### src/rtl/video_timing_pkg.sv
// Shared timing constants and the configuration legality check for the raster generator.
package video_timing_pkg;

    // 448x262 arcade raster
    localparam int unsigned ARC448_H_TOTAL  = 448;
    localparam int unsigned ARC448_H_ACTIVE = 336;
    localparam int unsigned ARC448_HS_START = 352;
    localparam int unsigned ARC448_HS_WIDTH = 32;
    localparam int unsigned ARC448_V_TOTAL  = 262;
    localparam int unsigned ARC448_V_ACTIVE = 240;
    localparam int unsigned ARC448_VS_START = 248;
    localparam int unsigned ARC448_VS_WIDTH = 3;

    // 384x264 raster
    localparam int unsigned ARC384_H_TOTAL  = 384;
    localparam int unsigned ARC384_H_ACTIVE = 256;
    localparam int unsigned ARC384_HS_START = 280;
    localparam int unsigned ARC384_HS_WIDTH = 32;
    localparam int unsigned ARC384_V_TOTAL  = 264;
    localparam int unsigned ARC384_V_ACTIVE = 224;
    localparam int unsigned ARC384_VS_START = 236;
    localparam int unsigned ARC384_VS_WIDTH = 3;

    // Offset range of the run-time sync nudge
    localparam int unsigned OFS_MAG = 8;

    // True when an axis keeps its sync pulse clear of the active area and the
    // wrap for every offset in -8..+7, and the total fits the counter width.
    function automatic bit axis_legal(int unsigned total, int unsigned active,
                                      int unsigned start, int unsigned width,
                                      int unsigned cw);
        return (start >= active + OFS_MAG) &&
               (start + width + (OFS_MAG - 32'd1) <= total - 32'd1) &&
               (total <= (32'd1 << cw));
    endfunction

endpackage

### src/rtl/timing_axis.sv
// One raster axis: wrapping counter plus registered blank and sync decode, advanced by adv.
module timing_axis
    import video_timing_pkg::*;
#(
    parameter int unsigned W        = 9,
    parameter int unsigned TOTAL    = 448,
    parameter int unsigned ACTIVE   = 336,
    parameter int unsigned START    = 352,
    parameter int unsigned SWIDTH   = 32,
    parameter bit          POL      = 1'b0,
    parameter bit          ZERO_CLR = 1'b0
) (
    input  logic         clk,
    input  logic         rst,
    input  logic         adv,
    input  logic [3:0]   ofs,
    output logic [W-1:0] cnt,
    output logic         last_c,
    output logic         blank,
    output logic         sync
);

    logic [W-1:0] nxt_c;
    logic [W:0]   nxt_ext_c;
    logic [W:0]   s_on_c;
    logic [W:0]   s_off_c;
    logic         clr_c;

    assign last_c    = (cnt == W'(TOTAL - 1));
    assign nxt_c     = last_c ? '0 : cnt + W'(1);
    assign nxt_ext_c = {1'b0, nxt_c};

    // Sync edges computed one bit wider so a negative nudge cannot alias across zero
    assign s_on_c  = (W+1)'(START) + {{(W-3){ofs[3]}}, ofs};
    assign s_off_c = s_on_c + (W+1)'(SWIDTH);

    // Counter value 0 out of reset counts as the cycle just after a wrap when ZERO_CLR is set
    assign clr_c = (nxt_c == '0) || (ZERO_CLR && (cnt == '0));

    always_ff @(posedge clk or posedge rst) begin
        if (rst) begin
            cnt   <= '0;
            blank <= 1'b1;
            sync  <= ~POL;
        end else if (adv) begin
            cnt <= nxt_c;
            if (clr_c) begin
                blank <= 1'b0;
            end else if (nxt_c == W'(ACTIVE)) begin
                blank <= 1'b1;
            end
            if (nxt_ext_c == s_on_c) begin
                sync <= POL;
            end else if (nxt_ext_c == s_off_c) begin
                sync <= ~POL;
            end
        end
    end

endmodule

### src/rtl/video_timing_gen.sv
// Raster timing generator: H/V axes, per-frame sync nudge, line/frame strobes and blanked RGB.
module video_timing_gen
    import video_timing_pkg::*;
#(
    parameter int unsigned HW       = 9,
    parameter int unsigned VW       = 9,
    parameter int unsigned RGB_W    = 8,
    parameter int unsigned H_TOTAL  = ARC448_H_TOTAL,
    parameter int unsigned H_ACTIVE = ARC448_H_ACTIVE,
    parameter int unsigned HS_START = ARC448_HS_START,
    parameter int unsigned HS_WIDTH = ARC448_HS_WIDTH,
    parameter int unsigned V_TOTAL  = ARC448_V_TOTAL,
    parameter int unsigned V_ACTIVE = ARC448_V_ACTIVE,
    parameter int unsigned VS_START = ARC448_VS_START,
    parameter int unsigned VS_WIDTH = ARC448_VS_WIDTH,
    parameter bit          HS_POL   = 1'b0,
    parameter bit          VS_POL   = 1'b0
) (
    input  logic             MCLK,
    input  logic             RESET,
    input  logic             PCLK_EN,
    input  logic [3:0]       HOFS,
    input  logic [3:0]       VOFS,
    input  logic [RGB_W-1:0] iRGB,
    output logic [HW-1:0]    HPOS,
    output logic [VW-1:0]    VPOS,
    output logic [RGB_W-1:0] oRGB,
    output logic             HBLK,
    output logic             VBLK,
    output logic             HSYN,
    output logic             VSYN,
    output logic             LINE_START,
    output logic             FRAME_START
);

    localparam bit CFG_OK =
        axis_legal(H_TOTAL, H_ACTIVE, HS_START, HS_WIDTH, HW) &&
        axis_legal(V_TOTAL, V_ACTIVE, VS_START, VS_WIDTH, VW);

    logic [HW-1:0] hcnt;
    logic          h_last_c;
    logic          v_last_c;
    logic          h_wrap_c;
    logic          f_wrap_c;
    logic [3:0]    ofs_h;
    logic [3:0]    ofs_v;

    timing_axis #(
        .W(HW), .TOTAL(H_TOTAL), .ACTIVE(H_ACTIVE), .START(HS_START),
        .SWIDTH(HS_WIDTH), .POL(HS_POL), .ZERO_CLR(1'b1)
    ) u_h (
        .clk(MCLK), .rst(RESET), .adv(PCLK_EN), .ofs(ofs_h),
        .cnt(hcnt), .last_c(h_last_c), .blank(HBLK), .sync(HSYN)
    );

    assign h_wrap_c = PCLK_EN & h_last_c;

    timing_axis #(
        .W(VW), .TOTAL(V_TOTAL), .ACTIVE(V_ACTIVE), .START(VS_START),
        .SWIDTH(VS_WIDTH), .POL(VS_POL), .ZERO_CLR(1'b0)
    ) u_v (
        .clk(MCLK), .rst(RESET), .adv(h_wrap_c), .ofs(ofs_v),
        .cnt(VPOS), .last_c(v_last_c), .blank(VBLK), .sync(VSYN)
    );

    assign f_wrap_c = h_wrap_c & v_last_c;

    // Strobes run every MCLK so they stay one MCLK wide; the rest advances with PCLK_EN
    always_ff @(posedge MCLK or posedge RESET) begin
        if (RESET) begin
            LINE_START  <= 1'b0;
            FRAME_START <= 1'b0;
            oRGB        <= '0;
            HPOS        <= '1;
            ofs_h       <= '0;
            ofs_v       <= '0;
        end else begin
            LINE_START  <= h_wrap_c;
            FRAME_START <= f_wrap_c;
            if (PCLK_EN) begin
                oRGB <= (HBLK | VBLK) ? '0 : iRGB;
                HPOS <= h_last_c ? '1 : hcnt;
            end
            if (f_wrap_c) begin
                ofs_h <= HOFS;
                ofs_v <= VOFS;
            end
        end
    end

    always_ff @(posedge MCLK) begin : cfg_check
        assert (CFG_OK) else $error("video_timing_gen: illegal timing configuration");
    end

endmodule
### config.mk
export PLATFORM = sky130hd
export DESIGN_NAME = video_timing_gen
export DESIGN_NICKNAME = d
export VERILOG_FILES = /design/src/rtl/video_timing_pkg.sv /design/src/rtl/timing_axis.sv /design/src/rtl/video_timing_gen.sv
export SDC_FILE = /design/constraint.sdc
export NUM_CORES = 1
export LEC_CHECK = 0
export CORE_MARGIN = 5
export CORE_UTILIZATION = 48
export DETAILED_ROUTE_END_ITERATION = 10
export GPL_ROUTABILITY_DRIVEN = 1
export GPL_TIMING_DRIVEN = 0
export HOLD_SLACK_MARGIN = 0.02
export PLACE_DENSITY_LB_ADDON = 0.12
export REMOVE_ABC_BUFFERS = 1
export SLEW_MARGIN = 5
export SYNTH_ARGS = -nofsm -noshare
export SYNTH_HDL_FRONTEND = slang
export SYNTH_SLANG_ARGS = --single-unit
### constraint.sdc
create_clock -name MCLK -period 2.05 [get_ports MCLK]
set_clock_uncertainty 0.15 [all_clocks]
set_input_delay 0.41 -clock MCLK [delete_from_list [all_inputs] [get_ports MCLK]]
set_output_delay 0.41 -clock MCLK [all_outputs]
set_load 0.01 [all_outputs]
# Word-level counts from Yosys, hierarchy flattened
# Cells that the tools add are included.
# op_classes
mux	12
n_mul	0
reduce_logical	12
n_addsub	6
div	0
n_shift	0
n_lt_le_gt_ge	0
eq_ne	8
bitwise_logic	3
# op_table
op	n
equality test 9 x 10 -> 1 bit	4
equality test 9 bit, second input constant	3
logical NOT 9 bit	3
2-to-1 mux 9 bit	3
adder 9 x 1 -> 9 bit, second input constant	2
adder 10 x 2 -> 10 bit, second input constant	1
adder 10 x 6 -> 10 bit, second input constant	1
adder 9 x 10 -> 10 bit, first input constant	1
adder 9 x 4 -> 10 bit, first input constant	1
equality test 9 x 8 -> 1 bit, second input constant	1
2-to-1 mux 1 bit	8
2-to-1 mux 8 bit	1
AND reduction 2 bit	4
nonzero test 2 bit	4
AND 1 bit	2
logical OR 1 bit	1
bitwise OR 1 bit	1
# totals
memories	0
out_inout_bits	32
ff_bits	49
mem_bits_rw	0
mem_bits_ro	0
latch_bits	0

# Longest topological paths before layout
# Gate-level depths: netlist (run 1).
# depth
depth_word	6
ltp_mapped	10
mapped_depth_nobuf	9

# Modules after synthesis
# From an unflattened synthesis (run 1), not the netlist that was laid out.
# hier_totals
hier_cells	334
hier_area_um2	3136.8
# modules_own_cells
mod	area_per_inst_um2	cells_per_inst	n_inst	seq_area_each_um2
timing_axis (u_v)	1123.6	136	1	277.8
video_timing_gen	1037.2	79	1	686.9
timing_axis (u_h)	975.9	119	1	277.8

# Worst setup path after synthesis (run 1)
# No wires, ideal clock.
# synth_path
path_kind	register -> register
from	reg u_h.cnt[1]
to	reg ofs_h[0]
setup_ps	125
arrival_ps	1933
path_slack_ps	-157
path_buffers	2
stages_incl_launch_ff	9
cell_sequence	dfrtp_1 ha_1 buf_2 nand4b_2 nor2_8 nand2_4 nor2_1 buf_4 mux2_2
# synth_between
elab_chain_cells	3
# synth_lines
element	line_no	text
start: declaration	timing_axis.sv:17	output logic [W-1:0] cnt,
start signal: assignment	timing_axis.sv:46	cnt <= nxt_c;
equality test 9 bit	timing_axis.sv:29	assign last_c = (cnt == W'(TOTAL - 1));
AND 1 bit	video_timing_gen.sv:56	assign h_wrap_c = PCLK_EN & h_last_c;
AND 1 bit	video_timing_gen.sv:66	assign f_wrap_c = h_wrap_c & v_last_c;
via f_wrap_c	video_timing_gen.sv:44	logic f_wrap_c;
end signal: assignment	video_timing_gen.sv:75	ofs_h <= '0;
end signal: assignment	video_timing_gen.sv:85	ofs_h <= HOFS;
end: declaration	video_timing_gen.sv:45	logic [3:0] ofs_h;
# The timed path passes the listed nets, and every way through them passes these cells.
# A chain may end at the register's enable or synchronous reset.

# Worst setup path after layout (run 1)
# layout_path
from	reg ofs_v[1]
to	reg u_v.sync
# layout_between
elab_chain_cells	5
elab_cells_between_ends	7
cone_classes	2 x add/sub; 2 x eq/ne; 1 x mux; 2 x reduce/logical
# layout_lines
element	line_no	text
start: declaration	video_timing_gen.sv:46	logic [3:0] ofs_v;
start signal: assignment	video_timing_gen.sv:76	ofs_v <= '0;
start signal: assignment	video_timing_gen.sv:86	ofs_v <= VOFS;
adder 9 x 4 -> 10 bit *	timing_axis.sv:34	assign s_on_c = (W+1)'(START) + {{(W-3){ofs[3]}}, ofs};
adder 10 x 2 -> 10 bit	timing_axis.sv:35	assign s_off_c = s_on_c + (W+1)'(SWIDTH);
equality test 9 x 10 -> 1 bit	timing_axis.sv:54	end else if (nxt_ext_c == s_off_c) begin
nonzero test 2 bit (no source line)	-	
AND reduction 2 bit (no source line)	-	
end signal: assignment	timing_axis.sv:44	sync <= ~POL;
end signal: assignment	timing_axis.sv:55	sync <= ~POL;
end: declaration	timing_axis.sv:20	output logic sync
# Mark *: on every way between the ends. The rest lies on a longest branch, timed or not.

==> results of run 1 <==
-- power by group through the flow --
stage | Combinational (W) | Clock (W) | Sequential, W
after floorplan | 0.000390 | 0 | 0.00133
after global placement | 0.000675 | 0 | 0.00134
after detailed placement | 0.000690 | 0 | 0.00134
after CTS | 0.000786 | 0.000605 | 0.00132
after global routing | 0.00121 | 0.000651 | 0.00131
final | 0.00112 | 0.000587 | 0.00129
-- final cells by class --
class | count | area, sq um
Fill cell | 491 | 2120
Multi-Input combinational cell | 237 | 1840
Sequential cell | 49 | 1260
Timing Repair Buffer | 84 | 781
Inverter | 23 | 96.3
Tap cell | 77 | 96.3
Clock buffer | 6 | 72.6
Clock inverter | 2 | 15.0
-- registers in the layout, indices dropped and copies added (netlist names) --
| name | count |
|---|---|
| u_h.blank | 1 |
| ofs_v | 4 |
| u_v.blank | 1 |
| HPOS | 9 |
| FRAME_START | 1 |
| LINE_START | 1 |
| u_v.sync | 1 |
| u_h.sync | 1 |
| oRGB | 8 |
| ofs_h | 4 |
| u_v.cnt | 9 |
| u_h.cnt | 9 |
-- placed cells by master, fill, tap and decap left out, types with 3 or more instances in the layout --
cell and instances:
clkdlybuf4s50_1 49, nand2_1 28, buf_4 28, o21ai_0 27
dfrtp_1 20, inv_1 18, nor2_1 18, nand3_1 16
xnor2_1 16, dfrtp_2 16, dfstp_2 13, a21oi_1 11
mux2_2 11, nor3_1 9, xor2_1 6, clkbuf_8 5
or3_1 4, nor4_1 4, nand4_1 4, nand2b_1 4
ha_4 4, nor2_4 3, and3_1 3, xor2_2 3
nor3b_1 3, a211oi_2 3, inv_2 3, ha_1 3
-- cell families (layout without fill, tap and decap cells) --
kind of cell / count (synthesis) / in the layout / share of synthesized area (%)
flops: 49 / 49 / 40.5
buf+inv: 44 / 115 / 6.81
xor+xnor: 27 / 27 / 8.16
compound gates: 73 / 73 / 15.1
fa+ha+maj: 7 / 7 / 2.86
mux: 13 / 13 / 4.73
simple gates: 117 / 117 / 21.9
-- stage by stage --
stage	setup TNS, ns	hold slack, ns	utilization, %	std cells	setup slack, ns
detailed placement	-11.38	0.311	56.6	437	-0.891
floorplan	-2.38	0.310	-	309	-0.340
global placement	-63.44	0.308	56.4	436	-1.41
CTS	-0.112	0.263	62.3	462	-0.0704
finish	-0.167	0.260	66.3	478	-0.0995
global route	-0.449	0.293	66.3	478	-0.222
-- metal layers --
| metal | vias to the layer above | track usage, % | share of wire, % |
|---|---|---|---|
| li1 | 1300 | - | - |
| met1 | 1307 | 26.1 | 47 |
| met2 | 99 | 27.6 | 46 |
| met3 | 12 | 3.84 | 5.7 |
| met4 | 0 | 5.71 | 1.6 |
| met5 | - | 0 | 0 |
-- synthesized netlist by cell type, types with 2 or more instances --
cell type	n	share of area, %
and2_1	3	0.61
ha_1	7	2.9
o21a_1	2	0.49
a22o_1	2	0.57
o31a_1	2	0.57
nor3b_1	3	0.73
or3_1	4	0.82
buf_4	7	1.7
clkbuf_1	5	0.61
xnor2_1	17	4.9
a31oi_1	2	0.41
nor4_1	5	1.0
o31ai_1	2	0.49
mux2_2	11	4.0
nand2_1	29	3.5
dfrtp_1	36	29
xor2_1	9	2.6
a21oi_1	12	2.0
dfstp_2	13	11
nand3_1	17	2.8
inv_1	22	2.7
nor2_1	21	2.6
a211oi_1	5	1.2
nand4_1	4	0.82
o21ai_0	29	4.7
nand4_4	2	1.4
nand2b_1	4	0.82
nor3_1	9	1.5
buf_2	7	1.1
a41oi_1	2	0.57
and3_1	3	0.61
-- how the worst max path moves through the flow --
stage	from	depth (start not counted)	endpoint	slack (ns)
after floorplan	u_h.cnt[1]$_DFFE_PP0P_	6	ofs_h[0]$_DFFE_PP0P_	-0.34
final	ofs_v[1]$_DFFE_PP0P_	9	u_v.sync$_DFFE_PP1P_	-0.1
after global placement	PCLK_EN	4	ofs_h[1]$_DFFE_PP0P_	-1.41
after CTS	ofs_v[1]$_DFFE_PP0P_	9	u_v.sync$_DFFE_PP1P_	-0.07
after detailed placement	u_h.cnt[1]$_DFFE_PP0P_	6	ofs_h[2]$_DFFE_PP0P_	-0.89
after global routing	ofs_v[1]$_DFFE_PP0P_	9	u_v.sync$_DFFE_PP1P_	-0.22
-- repair_timing --
action	4_1_cts	5_1_grt
pin swaps	8	13
hold endpoints to repair	0	0
gates resized for setup	41	28
buffers inserted	17	16
endpoints found under the setup margin	31	14
hold buffers	0	0
-- worst max-delay path, cell delays in order, from the launching register on --
cell	delay, ns
dfrtp_1	0.41
nor2_2	0.15
nor2b_1	0.06
ha_1	0.34
xor2_2	0.18
xor2_1	0.15
a311oi_1	0.12
nor4_2	0.20
a41oi_2	0.14
a211oi_2	0.17
==> results.tsv, run 1 <==
stage	metric	value	unit
outcome	status	finished, violations left	
outcome	failing checks	setup timing	
timing	min cycle time layout	2.15	ns
min_path	hold crit path type	input port to async pin	
clock_network	Num CTS Buffers	5	
place	GP Congestion	0.910	
drt	detailed-route wire length	7.92	mm
drt	WL per Instance	16.6	um
synthesis	synth unique cells	65	
clock_network	Clock Latency Late Sink	0.31	ns
worst_setup_path	critical path class	flip-flop to flip-flop	
worst_setup_path	Reg2Reg Launch Point	ofs_v[1]$_DFFE_PP0P_	
global_routing	initial antenna violation count	0	
clock_network	clock sink total	49	
pwr	Tot Pwr	0.00301	W
pwr	Internal Power	0.00199	W
clock_network	clk buf depth	2	
floorplanning	die area	0.00809	sq mm
worst_setup_path	R2R Path End	u_v.sync$_DFFE_PP1P_	
timing	unrepaired setup endpoints after global routing	true	
worst_setup_path	Worst R2R Setup Slack	-0.1	ns
drt	drt via density	5.69	
layout	n_diodes	0	
pwr	maximum vdd drop	0.383	mV
clock_network	CTS tree	done	
worst_setup_path	r2r worst-path depth	9	
timing	Max Transition Viols Final	0	
floorplanning	std cell rows	29	
pwr	Leak Pwr	1.69	nW
floorplanning	core footprint	0.00628	sq mm
global_routing	largest net degree at the start of global routing	42	
global_routing	first-pass GRT wire length	12.5	mm
synthesis	sequential area share after synthesis	40.5	%
floorplanning	initial core utilization	48.9	%
timing	final hold vios	0	
global_routing	Tot GR Track Use	18.2	%
timing	fmax	0.465	GHz
worst_setup_path	Max FO, Critical Path	2	
pwr	Clock Power Share	19.5	%
global_routing	Remaining Overflow, GRT	0	
place	dpl hpwl	4.78	mm
pwr	Cell Pwr Density	722	mW/mm^2
pwr	Combinational Power Share	37.4	%
timing	Final Setup Violations	2	
timing	setup ws final	-0.0995	ns
drt	DR DRC count	0	
drt	TritonRoute pass-1 iters	5	
clock_network	clk root buf	clkbuf_8	
floorplanning	die width	89.9	um
timing	Least-Margin Pin Slew	0.490	ns
synthesis	Post-synth ARST share	100	%
clock_network	H-Tree Depth	2	
place	count of input and output buffers	50	
floorplanning	IO Pins	51	
clock_network	Clock Pin Slew Worst Setup and Hold Paths	0.10	ns
synthesis	warnings from Yosys	0	
timing	fin crit share	105	%
place	Cell Area, Placed	0.00356	sq mm
worst_setup_path	crit end category	flip-flop	
flow_run	Max-Cap Viols	0	
drt	DRT antenna net count	0	
synthesis	number of synthesized flops with an enable pin	0	
synthesis	Mean Syn Cell Area	9.29	sq um
worst_setup_path	startpoint class of the critical path	flip-flop	
global_routing	vias in the first global route	2528	
layout	nets	426	
layout	layout cell share with drive strength beyond 1	32.4	%
pwr	Sw Pwr	0.00102	W
layout	final instance area	0.00416	sq mm
synthesis	Yosys reg bits	49	
layout	area grow syn2layout	35.7	%
synthesis	most common flop cell mapped by yosys	dfrtp_1	
pwr	Sw Ratio	33.9	%
synthesis	netlist area before placement	0.00307	sq mm
floorplanning	die height	89.9	um
drt	drt first-iter violations	217	
worst_setup_path	CP arrival	2.23	ns
worst_setup_path	CP Data Required Time	2.13	ns
synthesis	Post-Synthesis Cells	330	
timing	max_slew headroom	67.2	%
drt	total number of vias	2718	
pwr	Flop pwr share	43.1	%
No activity file was read; power rests on OpenSTA's default activity.
==> run 2: changes to the inputs <==
- GPL_ROUTABILITY_DRIVEN: 1 -> default
==> results of run 2 <==
The final DEF is identical to that of run 1; final timing and power are the same.
==> run 3: changes to the inputs <==
- CORE_ASPECT_RATIO: default -> 0.75
- CTS_CLUSTER_SIZE: default -> 10
==> run 3 against run 2 <==
  * Wire length up 0.97%
  * Highest routed layer unchanged
  * Critical path depth unchanged
  * Worst setup slack better by 0.034 ns
  * Final cell count up 2.5%
  * Worst hold slack worse by 0.0090 ns
  * Cell area up 2.1%
  * The flow still finishes with violations (setup timing)
==> results.tsv, run 3 (synthesis results as in run 1) <==
stage	metric	value	unit
outcome	status	finished, violations left	
outcome	failing checks	setup timing	
layout	most frequent cells in the layout	clkdlybuf4s50_1 (47), buf_4 (36), nand2_1 (28)	
layout	multi-input logic area	0.00184	sq mm
clock_network	Num CTS Buffers	5	
worst_setup_path	critical path class	flip-flop to flip-flop	
drt	drt via density	5.68	
floorplanning	IO Pins	51	
global_routing	Tot GR Track Use	19.2	%
timing	Max Transition Viols Final	0	
layout	biggest regs	HPOS (9), u_h.cnt (9), u_v.cnt (9)	
layout	commonest non-fill, non-tap cell in the layout	clkdlybuf4s50_1	
worst_setup_path	Max FO, Critical Path	2	
drt	total number of vias	2785	
drt	drt first-iter violations	260	
worst_setup_path	r2r worst-path depth	9	
drt	DR DRC count	0	
timing	setup ws final	-0.0652	ns
worst_setup_path	startpoint class of the critical path	flip-flop	
place	dpl hpwl	4.95	mm
layout	Non-Filler Instances	490	
timing	max_slew headroom	50.6	%
floorplanning	std cell rows	25	
clock_network	Hold-fix buffers, CTS	0	
floorplanning	die height	79.2	um
timing	unrepaired setup endpoints after global routing	true	
clock_network	clk root buf	clkbuf_8	
worst_setup_path	Reg2Reg Launch Point	ofs_v[0]$_DFFE_PP0P_	
timing	final hold vios	0	
drt	WL per Instance	16.3	um
clock_network	Clock Latency Late Sink	0.30	ns
layout	FILL cells	512	
clock_network	clock sink total	49	
floorplanning	initial core utilization	49.0	%
pwr	maximum vdd drop	0.458	mV
pwr	Cell Pwr Density	679	mW/mm^2
worst_setup_path	R2R Path End	u_v.sync$_DFFE_PP1P_	
pwr	Leak Pwr	1.80	nW
min_path	hold crit path type	input port to async pin	
global_routing	vias in the first global route	2422	
flow_run	Max-Cap Viols	0	
layout	area grow syn2layout	38.6	%
global_routing	first-pass GRT wire length	12.5	mm
drt	TritonRoute pass-1 iters	5	
worst_setup_path	Worst R2R Setup Slack	-0.07	ns
worst_setup_path	Critical Path Sink	u_v.sync$_DFFE_PP1P_	
timing	Least-Margin Pin Slew	0.741	ns
layout	layout cell share with drive strength beyond 1	33.5	%
timing	fmax	0.473	GHz
layout	Storage cell area	0.00126	sq mm
clock_network	Clock Pin Slew Worst Setup and Hold Paths	0.09	ns
pwr	Tot Pwr	0.00289	W
timing	min cycle time layout	2.12	ns
worst_setup_path	CP arrival	2.19	ns
global_routing	initial antenna violation count	0	
clock_network	H-Tree Depth	2	
timing	Hold Slack	0.251	ns
drt	detailed-route wire length	8.00	mm
floorplanning	core footprint	0.00626	sq mm
floorplanning	die width	102	um
place	worst slack, placed	-0.861	ns
worst_setup_path	Critical Path Start	ofs_v[0]$_DFFE_PP0P_	
layout	n_diodes	0	
layout	Final Util	67.9	%
layout	nets	434	
worst_setup_path	CP Data Required Time	2.13	ns
drt	DRT antenna net count	0	
timing	fin crit share	103	%
place	Post-Place Cells	441	
place	count of input and output buffers	50	
clock_network	clk buf depth	2	
worst_setup_path	crit end category	flip-flop	
timing	Final Setup Violations	3	
floorplanning	die area	0.00810	sq mm
place	GP Congestion	0.871	
global_routing	largest net degree at the start of global routing	42	
clock_network	CTS tree	done	
global_routing	Remaining Overflow, GRT	0	
run 3: area by class of cell:
cell class / instances / share of cell area, %
Multi-Input combinational cell: 237 / 43.4
Sequential cell: 49 / 29.8
Timing Repair Buffer: 92 / 20.0
Tap cell: 81 / 2.38
Inverter: 23 / 2.21
Clock buffer: 6 / 1.94
Clock inverter: 2 / 0.324
run 3: worst min-delay path by stage:
stage | start | to | cells after the start
floorplan | PCLK_EN | HPOS[1]$_DFFE_PP1P_ | 1
global placement | HPOS[8]$_DFFE_PP1P_ | HPOS[8]$_DFFE_PP1P_ | 2
detailed placement | HPOS[8]$_DFFE_PP1P_ | HPOS[8]$_DFFE_PP1P_ | 2
CTS | RESET | u_v.cnt[6]$_DFFE_PP0P_ | 2
global route | RESET | u_v.cnt[6]$_DFFE_PP0P_ | 2
finish | RESET | u_v.cnt[6]$_DFFE_PP0P_ | 2
run 3: layer usage:
layer	global-route usage, %	wire length [um]	vias up	part of all wire [%]
met5	0	0	-	0
met1	30.1	3780	1336	47
met3	3.42	661	13	8.3
met2	27.3	3480	115	44
li1	-	-	1321	-
met4	3.93	76	0	0.95
run 3: report_power, final:
group	internal (W)	switching (W)	total, W
clock	0.000274	0.000332	0.000606
sequential	0.00114	0.000175	0.00131
combinational	0.000533	0.000435	0.000968
run 3: timing repair:
item	CTS	global route
setup endpoints to repair	30	16
buffers inserted	21	20
pin swaps	10	10
resized for setup	44	27
run 3: worst max-delay path: stages, from the launching register on:
cell and delay (ns):
dfrtp_1 0.38, nor2_1 0.14, nor2b_1 0.06, ha_1 0.34
xor2_2 0.18, xor2_1 0.19, a311oi_2 0.12, nor4_2 0.18
a41oi_2 0.14, a211oi_2 0.16
run 3: metrics by stage:
stage                     instance area [sq um]  setup TNS (ns)
after detailed placement                   3560          -10.38
after CTS                                  3980         -0.0957
final                                      4250          -0.124
after global placement                     3550          -62.17
after floorplan                            2940           -2.38
after global routing                       4250          -0.499
